## config.mk

```make
export PLATFORM = sky130hd
export DESIGN_NAME = mem_stage_flat
export DESIGN_NICKNAME = d
export VERILOG_FILES = /design/src/rtl/mem_stage_if.sv /design/src/rtl/mem_stage.sv /design/src/flat_wrapper.sv
export SDC_FILE = /design/constraint.sdc
export NUM_CORES = 1
export LEC_CHECK = 0
export ABC_AREA = 1
export CAP_MARGIN = 20
export CORE_ASPECT_RATIO = 1.25
export CORE_MARGIN = 1
export CORE_UTILIZATION = 35
export DETAILED_ROUTE_END_ITERATION = 16
export PLACE_DENSITY = 0.63
export SLEW_MARGIN = 5
export SYNTH_ARGS = -nofsm -noshare
export SYNTH_HDL_FRONTEND = slang
export SYNTH_SLANG_ARGS = --single-unit
```

## constraint.sdc

```tcl
create_clock -name clk_i -period 7.6 [get_ports clk_i]
set_input_delay 1.52 -clock clk_i [delete_from_list [all_inputs] [get_ports clk_i]]
set_output_delay 1.52 -clock clk_i [all_outputs]
set_load 0.05 [all_outputs]
```

## src/rtl/mem_stage_if.sv

```systemverilog
// Bus bundle for mem_stage: execute-side access, LSU request/response and writeback.
// slave is the stage's view; master is the surrounding pipeline/LSU view.
interface mem_stage_if;
  logic        valid_i;
  logic        ready_o;
  logic        we_i;
  logic [1:0]  size_i;
  logic        unsigned_i;
  logic [31:0] addr_i;
  logic [31:0] wdata_i;
  logic [4:0]  rd_i;

  logic        req_o;
  logic        we_o;
  logic [31:0] addr_o;
  logic [3:0]  wsel_byte_o;
  logic [31:0] wdata_o;
  logic        req_stall_i;
  logic        req_done_i;
  logic [31:0] rdata_i;

  logic        wb_valid_o;
  logic [4:0]  wb_rd_o;
  logic [31:0] wb_data_o;
  logic        misalign_o;
  logic [31:0] fault_addr_o;

  modport slave (
    input  valid_i, we_i, size_i, unsigned_i, addr_i, wdata_i, rd_i,
    input  req_stall_i, req_done_i, rdata_i,
    output ready_o, req_o, we_o, addr_o, wsel_byte_o, wdata_o,
    output wb_valid_o, wb_rd_o, wb_data_o, misalign_o, fault_addr_o
  );

  modport master (
    output valid_i, we_i, size_i, unsigned_i, addr_i, wdata_i, rd_i,
    output req_stall_i, req_done_i, rdata_i,
    input  ready_o, req_o, we_o, addr_o, wsel_byte_o, wdata_o,
    input  wb_valid_o, wb_rd_o, wb_data_o, misalign_o, fault_addr_o
  );
endinterface

```

## src/rtl/mem_stage.sv

```systemverilog
// Yarc memory-access stage: one outstanding load/store between execute and the LSU.
// Define MEM_STAGE_MISALIGN_SPLIT_EN to split word-crossing accesses into two requests instead of trapping.
module mem_stage (
  input logic        clk_i,
  input logic        rst_i,
  mem_stage_if.slave bus
);

`ifdef MEM_STAGE_MISALIGN_SPLIT_EN
  typedef enum logic [2:0] {IDLE, REQ, WAIT, REQ2, WAIT2, TRAP} state_t;
`else
  typedef enum logic [1:0] {IDLE, REQ, WAIT, TRAP} state_t;
`endif

  state_t      state_q, state_d;

  logic        accept;
  logic        final_done;
  logic [1:0]  off_in;
  logic        crosses;
  logic [3:0]  base_sel;
  logic [3:0]  wsel_in;
  logic [31:0] wdata_rep;
  logic [31:0] load_shifted;

  logic [1:0]  size_q;
  logic        uns_q;
  logic [1:0]  off_q;
  logic [4:0]  rd_q;
  logic        we_q;
  logic [31:0] addr_q;
  logic [3:0]  wsel_q;
  logic [31:0] wdata_q;
  logic        wb_valid_q;
  logic [4:0]  wb_rd_q;
  logic [31:0] wb_data_q;

`ifdef MEM_STAGE_MISALIGN_SPLIT_EN
  logic [7:0]  wsel_wide;
  logic [63:0] wdata_pair;
  logic [5:0]  rot_idx;
  logic [31:0] wdata_rot;
  logic [63:0] load_pair;
  logic        split_q;
  logic [3:0]  wsel_hi_q;
  logic [31:0] rdata_lo_q;
`else
  logic [31:0] fault_q;
`endif

  function automatic logic [31:0] extend(input logic [31:0] d, input logic [1:0] sz, input logic uns);
    if (sz[1])
      return d;
    else if (sz == 2'b01)
      return uns ? {16'h0, d[15:0]} : {{16{d[15]}}, d[15:0]};
    else
      return uns ? {24'h0, d[7:0]} : {{24{d[7]}}, d[7:0]};
  endfunction

  // Decode the incoming access: crossing detection, byte enables and replicated store data.
  always_comb begin
    accept  = bus.valid_i && (state_q == IDLE);
    off_in  = bus.addr_i[1:0];
    crosses = ((bus.size_i == 2'b01) && (off_in == 2'd3)) || (bus.size_i[1] && (off_in != 2'd0));
    case (bus.size_i)
      2'b00: begin
        base_sel  = 4'b0001;
        wdata_rep = {4{bus.wdata_i[7:0]}};
      end
      2'b01: begin
        base_sel  = 4'b0011;
        wdata_rep = {2{bus.wdata_i[15:0]}};
      end
      default: begin
        base_sel  = 4'b1111;
        wdata_rep = bus.wdata_i;
      end
    endcase
    wsel_in = base_sel << off_in;
`ifdef MEM_STAGE_MISALIGN_SPLIT_EN
    wsel_wide    = {4'b0000, base_sel} << off_in;
    wdata_pair   = {bus.wdata_i, bus.wdata_i};
    rot_idx      = 6'd32 - {1'b0, off_in, 3'b000};
    wdata_rot    = wdata_pair[rot_idx +: 32];
    load_pair    = (state_q == WAIT2) ? {bus.rdata_i, rdata_lo_q} : {32'h0, bus.rdata_i};
    load_shifted = load_pair[{off_q, 3'b000} +: 32];
    final_done   = bus.req_done_i && (((state_q == WAIT) && !split_q) || (state_q == WAIT2));
`else
    load_shifted = bus.rdata_i >> {off_q, 3'b000};
    final_done   = bus.req_done_i && (state_q == WAIT);
`endif
  end

  always_comb begin
    state_d = state_q;
    case (state_q)
      IDLE: begin
        if (accept) begin
`ifdef MEM_STAGE_MISALIGN_SPLIT_EN
          state_d = REQ;
`else
          state_d = crosses ? TRAP : REQ;
`endif
        end
      end
      REQ:  if (!bus.req_stall_i) state_d = WAIT;
`ifdef MEM_STAGE_MISALIGN_SPLIT_EN
      WAIT: if (bus.req_done_i) state_d = split_q ? REQ2 : IDLE;
      REQ2: if (!bus.req_stall_i) state_d = WAIT2;
      WAIT2: if (bus.req_done_i) state_d = IDLE;
`else
      WAIT: if (bus.req_done_i) state_d = IDLE;
`endif
      TRAP: state_d = IDLE;
      default: state_d = IDLE;
    endcase
  end

  always_ff @(posedge clk_i or posedge rst_i) begin
    if (rst_i) state_q <= IDLE;
    else       state_q <= state_d;
  end

  // Capture the access on acceptance; the LSU request fields stay frozen until the next part or access.
  always_ff @(posedge clk_i or posedge rst_i) begin
    if (rst_i) begin
      size_q     <= 2'b00;
      uns_q      <= 1'b0;
      off_q      <= 2'b00;
      rd_q       <= 5'd0;
      we_q       <= 1'b0;
      addr_q     <= 32'h0;
      wsel_q     <= 4'h0;
      wdata_q    <= 32'h0;
      wb_valid_q <= 1'b0;
      wb_rd_q    <= 5'd0;
      wb_data_q  <= 32'h0;
`ifdef MEM_STAGE_MISALIGN_SPLIT_EN
      split_q    <= 1'b0;
      wsel_hi_q  <= 4'h0;
      rdata_lo_q <= 32'h0;
`else
      fault_q    <= 32'h0;
`endif
    end else begin
      wb_valid_q <= 1'b0;
      if (accept) begin
        size_q  <= bus.size_i;
        uns_q   <= bus.unsigned_i;
        off_q   <= off_in;
        rd_q    <= bus.rd_i;
        we_q    <= bus.we_i;
        addr_q  <= {bus.addr_i[31:2], 2'b00};
        wsel_q  <= wsel_in;
`ifdef MEM_STAGE_MISALIGN_SPLIT_EN
        wdata_q   <= crosses ? wdata_rot : wdata_rep;
        split_q   <= crosses;
        wsel_hi_q <= wsel_wide[7:4];
`else
        wdata_q <= wdata_rep;
        if (crosses) fault_q <= bus.addr_i;
`endif
      end
`ifdef MEM_STAGE_MISALIGN_SPLIT_EN
      if ((state_q == WAIT) && bus.req_done_i && split_q) begin
        rdata_lo_q <= bus.rdata_i;
        addr_q     <= addr_q + 32'd4;
        wsel_q     <= wsel_hi_q;
      end
`endif
      if (final_done && !we_q) begin
        wb_valid_q <= 1'b1;
        wb_rd_q    <= rd_q;
        wb_data_q  <= extend(load_shifted, size_q, uns_q);
      end
    end
  end

`ifdef MEM_STAGE_MISALIGN_SPLIT_EN
  assign bus.req_o        = (state_q == REQ) || (state_q == REQ2);
  assign bus.misalign_o   = 1'b0;
  assign bus.fault_addr_o = 32'h0;
`else
  assign bus.req_o        = (state_q == REQ);
  assign bus.misalign_o   = (state_q == TRAP);
  assign bus.fault_addr_o = fault_q;
`endif
  assign bus.ready_o     = (state_q == IDLE);
  assign bus.we_o        = we_q;
  assign bus.addr_o      = addr_q;
  assign bus.wsel_byte_o = wsel_q;
  assign bus.wdata_o     = wdata_q;
  assign bus.wb_valid_o  = wb_valid_q;
  assign bus.wb_rd_o     = wb_rd_q;
  assign bus.wb_data_o   = wb_data_q;

endmodule

```

## src/flat_wrapper.sv

```systemverilog
// flat-port wrapper written by rule: the top's interface ports become plain ports
module mem_stage_flat 
  (clk_i, rst_i, bus_valid_i, bus_we_i, bus_size_i, bus_unsigned_i, bus_addr_i, bus_wdata_i, bus_rd_i, bus_req_stall_i, bus_req_done_i, bus_rdata_i, bus_ready_o, bus_req_o, bus_we_o, bus_addr_o, bus_wsel_byte_o, bus_wdata_o, bus_wb_valid_o, bus_wb_rd_o, bus_wb_data_o, bus_misalign_o, bus_fault_addr_o);
  mem_stage_if bus_i ();
  input logic clk_i;
  input logic rst_i;
  input wire logic [$bits(bus_i.valid_i)-1:0] bus_valid_i;
  input wire logic [$bits(bus_i.we_i)-1:0] bus_we_i;
  input wire logic [$bits(bus_i.size_i)-1:0] bus_size_i;
  input wire logic [$bits(bus_i.unsigned_i)-1:0] bus_unsigned_i;
  input wire logic [$bits(bus_i.addr_i)-1:0] bus_addr_i;
  input wire logic [$bits(bus_i.wdata_i)-1:0] bus_wdata_i;
  input wire logic [$bits(bus_i.rd_i)-1:0] bus_rd_i;
  input wire logic [$bits(bus_i.req_stall_i)-1:0] bus_req_stall_i;
  input wire logic [$bits(bus_i.req_done_i)-1:0] bus_req_done_i;
  input wire logic [$bits(bus_i.rdata_i)-1:0] bus_rdata_i;
  output wire logic [$bits(bus_i.ready_o)-1:0] bus_ready_o;
  output wire logic [$bits(bus_i.req_o)-1:0] bus_req_o;
  output wire logic [$bits(bus_i.we_o)-1:0] bus_we_o;
  output wire logic [$bits(bus_i.addr_o)-1:0] bus_addr_o;
  output wire logic [$bits(bus_i.wsel_byte_o)-1:0] bus_wsel_byte_o;
  output wire logic [$bits(bus_i.wdata_o)-1:0] bus_wdata_o;
  output wire logic [$bits(bus_i.wb_valid_o)-1:0] bus_wb_valid_o;
  output wire logic [$bits(bus_i.wb_rd_o)-1:0] bus_wb_rd_o;
  output wire logic [$bits(bus_i.wb_data_o)-1:0] bus_wb_data_o;
  output wire logic [$bits(bus_i.misalign_o)-1:0] bus_misalign_o;
  output wire logic [$bits(bus_i.fault_addr_o)-1:0] bus_fault_addr_o;
  assign bus_i.valid_i = bus_valid_i;
  assign bus_i.we_i = bus_we_i;
  assign bus_i.size_i = bus_size_i;
  assign bus_i.unsigned_i = bus_unsigned_i;
  assign bus_i.addr_i = bus_addr_i;
  assign bus_i.wdata_i = bus_wdata_i;
  assign bus_i.rd_i = bus_rd_i;
  assign bus_i.req_stall_i = bus_req_stall_i;
  assign bus_i.req_done_i = bus_req_done_i;
  assign bus_i.rdata_i = bus_rdata_i;
  assign bus_ready_o = bus_i.ready_o;
  assign bus_req_o = bus_i.req_o;
  assign bus_we_o = bus_i.we_o;
  assign bus_addr_o = bus_i.addr_o;
  assign bus_wsel_byte_o = bus_i.wsel_byte_o;
  assign bus_wdata_o = bus_i.wdata_o;
  assign bus_wb_valid_o = bus_i.wb_valid_o;
  assign bus_wb_rd_o = bus_i.wb_rd_o;
  assign bus_wb_data_o = bus_i.wb_data_o;
  assign bus_misalign_o = bus_i.misalign_o;
  assign bus_fault_addr_o = bus_i.fault_addr_o;
  mem_stage u_core (.clk_i(clk_i), .rst_i(rst_i), .bus(bus_i));
endmodule
```

==> impl_results.md <==
* Result of the run: finished clean
* Signal arrival time at the worst endpoint at roughly 4.1 ns
* Vertical die dimension at 158.8 um
* Classification of the worst-slack hold path: flip-flop to flip-flop
* Total standard cell area after synthesis at slightly below 0.007 sq mm
* Antenna violations before repair at 1
* Weighted congestion reported at the end of routability-driven placement at approximately 0.80
* Peak supply drop at 0.2777 mV
* Reg-to-Reg Start: u_core.state_q[0]
* Final Cell Area at 0.009965 sq mm
* Inserted Clock Buffers at 17
* Pwr Density at 524.5 mW/mm^2
* Leakage dissipation at roughly 4.7 nW
* Critical Path End Type: flip-flop
* Clock transition time at the flip-flop clock pins of the worst setup and hold paths at 0.06 ns
* TritonCTS clock tree: yes
* Max Cap Viol at 0
* Max H-tree Level at 4
* CP required at between 7 and 8 ns
* Synthesis-to-finish area growth at 44.83%
* Minimum setup slack among reg-to-reg paths at 4.98 ns
* Final Max Tran Viols at 0
* Die W at 127.4 um
* Final clock period utilization by the worst path at 49.07%
* Ordered list of cells on the worst path: clkdlybuf4s50_1, inv_1, nor2_8, buf_4, nand2_4, o21ai_0
* Final setup TNS at 0 ns
* Drt pass-1 iters at 5
* Placed wire-length estimate at approximately 15000 um
* Number of violations reported at the end of detailed-routing iteration 0 at about 450
* Setup repair after global routing missed its margin: false
* Wirelength per Cell at about 16 um
* Number of synthesized flops with an enable pin at 0
* Number of buffers between clock root and the deepest sink at 2
* Yosys reg bits at around 150
* Crit start category: input pin
* Standard cell area after detailed placement at ~0.0094 sq mm
* Asr flop ratio synth at 100.0%
* Detailed-route via count at approximately 6.3k
* Final Critical Period at between 3 and 4 ns
* Library cells used by synthesis at 32
* Classification of the worst setup path: input pin to flip-flop
* Reg2Reg Capture Point: u_core.bus.fault_addr_o[0]
* Clock skew at around 0.012 ns
* Via count of the first global-routing pass at between 6k and 7k
* Length in cells of the worst reg-to-reg path at 6
* Pin count of the biggest net entering global routing at 84
* Post CTS Setup Buffer Count at 0
* Sequential share of the synthesized area at a little over half
* Crit path max fanout at 77
* Fill cell count at 1839
* Final hold vios at 0
* Synthesis warning total at 0
* Net switching power at between 2 and 3 mW
* GRT Resource Usage Total at 21.78%
* Initial cell density of the core at a little over a third
* Internal power contribution at about 2.5 mW
* Instance count along the most critical hold path at 2
* Worst slew slack as a fraction of its limit at between 30 and 40%
* Endpoint of the worst hold path: u_core.bus.addr_o[16]
* # DRC at 0
* Number of endpoints failing setup at the final stage at 0
* Power Total at 5.226 mW
* Root Buffer: sky130_fd_sc_hd__clkbuf_16
* Port Buffer Count at about 250
* Share of power burned in the clock network at roughly 15%
* Source of the worst hold timing path: u_core.bus.addr_o[16]
* Final nets at roughly 1.2k
* CP peak stage delay at 0.70 ns
* Dominant register cell in the synthesized netlist: sky130_fd_sc_hd__dfrtp_1
* Share of layout cells above drive strength 1 at between 5 and 6%
* Slew at the pin closest to its max-slew limit at 1.031 ns
* Core box area at around 0.019 sq mm
* Site row count at 56
* Maximum operating frequency at ~0.27 GHz
* Register share of total power at between 20% and 30%
* Cell at the slowest stage of the critical path: sky130_fd_sc_hd__buf_4
* Clock latency on the worst-skew pair at 0.42 ns
* Vias per cell at roughly 4.7
* Post-DRT Antenna Nets at 0
* Hold Buf Count CTS at 0
* Combinational share of power at 58.0%
* Post-synthesis instance total at 840
* CTS sink cnt at between 100 and 150
* Gates resized, CTS repair at 0
* Total wire length after detailed routing at roughly 21000 um
* Wire length of the first global-routing pass at roughly 34000 um
* Residual overflow from global routing at 0
* Switching share of total power at 51.35%
* Die Area at 0.02023 sq mm
* Number of top-level pins at 252
* Avg Synthesized Cell Area at between 8 and 9 sq um
-- metrics by stage --
step	setup slack, ns	hold slack (ns)	utilization (%)	cells
after global placement	3.468	0.4536	49.58	1304
after global routing	3.561	0.4915	52.46	1336
after detailed placement	3.384	0.4577	49.58	1304
final	3.871	0.4709	52.48	1337
after CTS	3.832	0.4749	52.39	1335
after floorplan	2.072	0.4422	-	841
-- routing by layer --
layer  track usage (%)  vias to the layer above  routed length [um]
met5                 0                        -                   0
met1             26.00                     2938                8556
met3             7.547                       28                1815
met2             36.14                      228               10350
li1                  -                     3113                   -
met4             7.468                        0                 435
-- final cells by class --
cell class | count | area (sq um) | area share (%)
diodes | 1 | 2.502 | 0.02511
clock buffers | 19 | 432.9 | 4.345
clock inverters | 12 | 98.84 | 0.9920
inverters | 46 | 180.2 | 1.808
multi-input cells | 596 | 2665 | 26.75
flip-flops and latches | 149 | 3729 | 37.42
well taps | 261 | 326.6 | 3.277
repair buffers | 253 | 2530 | 25.39
-- placed cells by master (no fill, tap or decap), types with 8 or more instances in the layout --
master	netlist	routed
sky130_fd_sc_hd__nand2_1	357	357
sky130_fd_sc_hd__inv_1	40	39
sky130_fd_sc_hd__a31oi_1	8	8
sky130_fd_sc_hd__o21ai_0	32	32
sky130_fd_sc_hd__a41oi_1	8	8
sky130_fd_sc_hd__clkbuf_16	0	17
sky130_fd_sc_hd__dfrtp_1	149	149
sky130_fd_sc_hd__or2_1	10	10
sky130_fd_sc_hd__clkdlybuf4s50_1	0	249
sky130_fd_sc_hd__nand3_1	87	87
sky130_fd_sc_hd__nor2_1	39	39
sky130_fd_sc_hd__o211ai_1	14	14
sky130_fd_sc_hd__a21oi_1	17	17
-- worst max-delay path by stage --
stage,to,slack [ns],startpoint
global route,u_core.bus.fault_addr_o[0],3.56,bus_valid_i
detailed placement,u_core.bus.fault_addr_o[0],3.38,bus_valid_i
finish,u_core.bus.fault_addr_o[0],3.87,bus_valid_i
CTS,u_core.bus.fault_addr_o[0],3.83,bus_valid_i
global placement,u_core.bus.fault_addr_o[0],3.47,bus_valid_i
floorplan,u_core.bus.addr_o[10],2.07,rst_i
-- cell families (layout without fill, tap and decap cells) --
kind of cell / after synthesis / in the layout / synth area share [%]
simple gates: 513 / 513 / 31.37
flops: 149 / 149 / 54.19
buf+inv: 96 / 330 / 7.129
compound gates: 81 / 81 / 7.256
other cells: 1 / 3 / 0.05450
-- cell usage after synthesis (8+ instances only) --
cell type | n | area share (%)
sky130_fd_sc_hd__nand2_1 | 357 | 19
sky130_fd_sc_hd__dfrtp_1 | 149 | 54
sky130_fd_sc_hd__nand3_1 | 87 | 6.3
sky130_fd_sc_hd__inv_1 | 40 | 2.2
sky130_fd_sc_hd__nor2_1 | 39 | 2.1
sky130_fd_sc_hd__o21ai_0 | 32 | 2.3
sky130_fd_sc_hd__buf_2 | 20 | 1.5
sky130_fd_sc_hd__a21oi_1 | 17 | 1.2
sky130_fd_sc_hd__o211ai_1 | 14 | 1.5
sky130_fd_sc_hd__buf_4 | 11 | 1.2
sky130_fd_sc_hd__or2_1 | 10 | 0.91
sky130_fd_sc_hd__clkbuf_1 | 9 | 0.49
sky130_fd_sc_hd__a31oi_1 | 8 | 0.73
sky130_fd_sc_hd__a41oi_1 | 8 | 1.0
sky130_fd_sc_hd__buf_6 | 8 | 1.3
-- state kept, by name, summed over array words and instances (netlist names), 2 cells and up --
| name | flops |
|---|---|
| u_core.off_q | 2 |
| u_core.size_q | 2 |
| u_core.bus.wb_rd_o | 5 |
| u_core.bus.addr_o | 30 |
| u_core.state_q | 2 |
| u_core.bus.wsel_byte_o | 4 |
| u_core.bus.wdata_o | 32 |
| u_core.rd_q | 5 |
| u_core.bus.fault_addr_o | 32 |
| u_core.bus.wb_data_o | 32 |
-- power by group through the flow --
| stage | Combinational [mW] | Sequential (mW) | Clock, mW |
|---|---|---|---|
| CTS | 3.04 | 1.44 | 0.794 |
| floorplan | 0.829 | 2.62 | 0 |
| finish | 3.03 | 1.42 | 0.774 |
| global placement | 3.01 | 1.44 | 0 |
| detailed placement | 3.04 | 1.43 | 0 |
| global route | 3.23 | 1.47 | 0.831 |
-- worst max-delay path, delay by kind of cell --
family | cells | cell delay, ns
AOI/OAI and AO/OA | 1 | 0.29
buffers and inverters | 3 | 1.31
and+or+nand+nor | 2 | 0.91
Power figures use the tool's default switching activity.
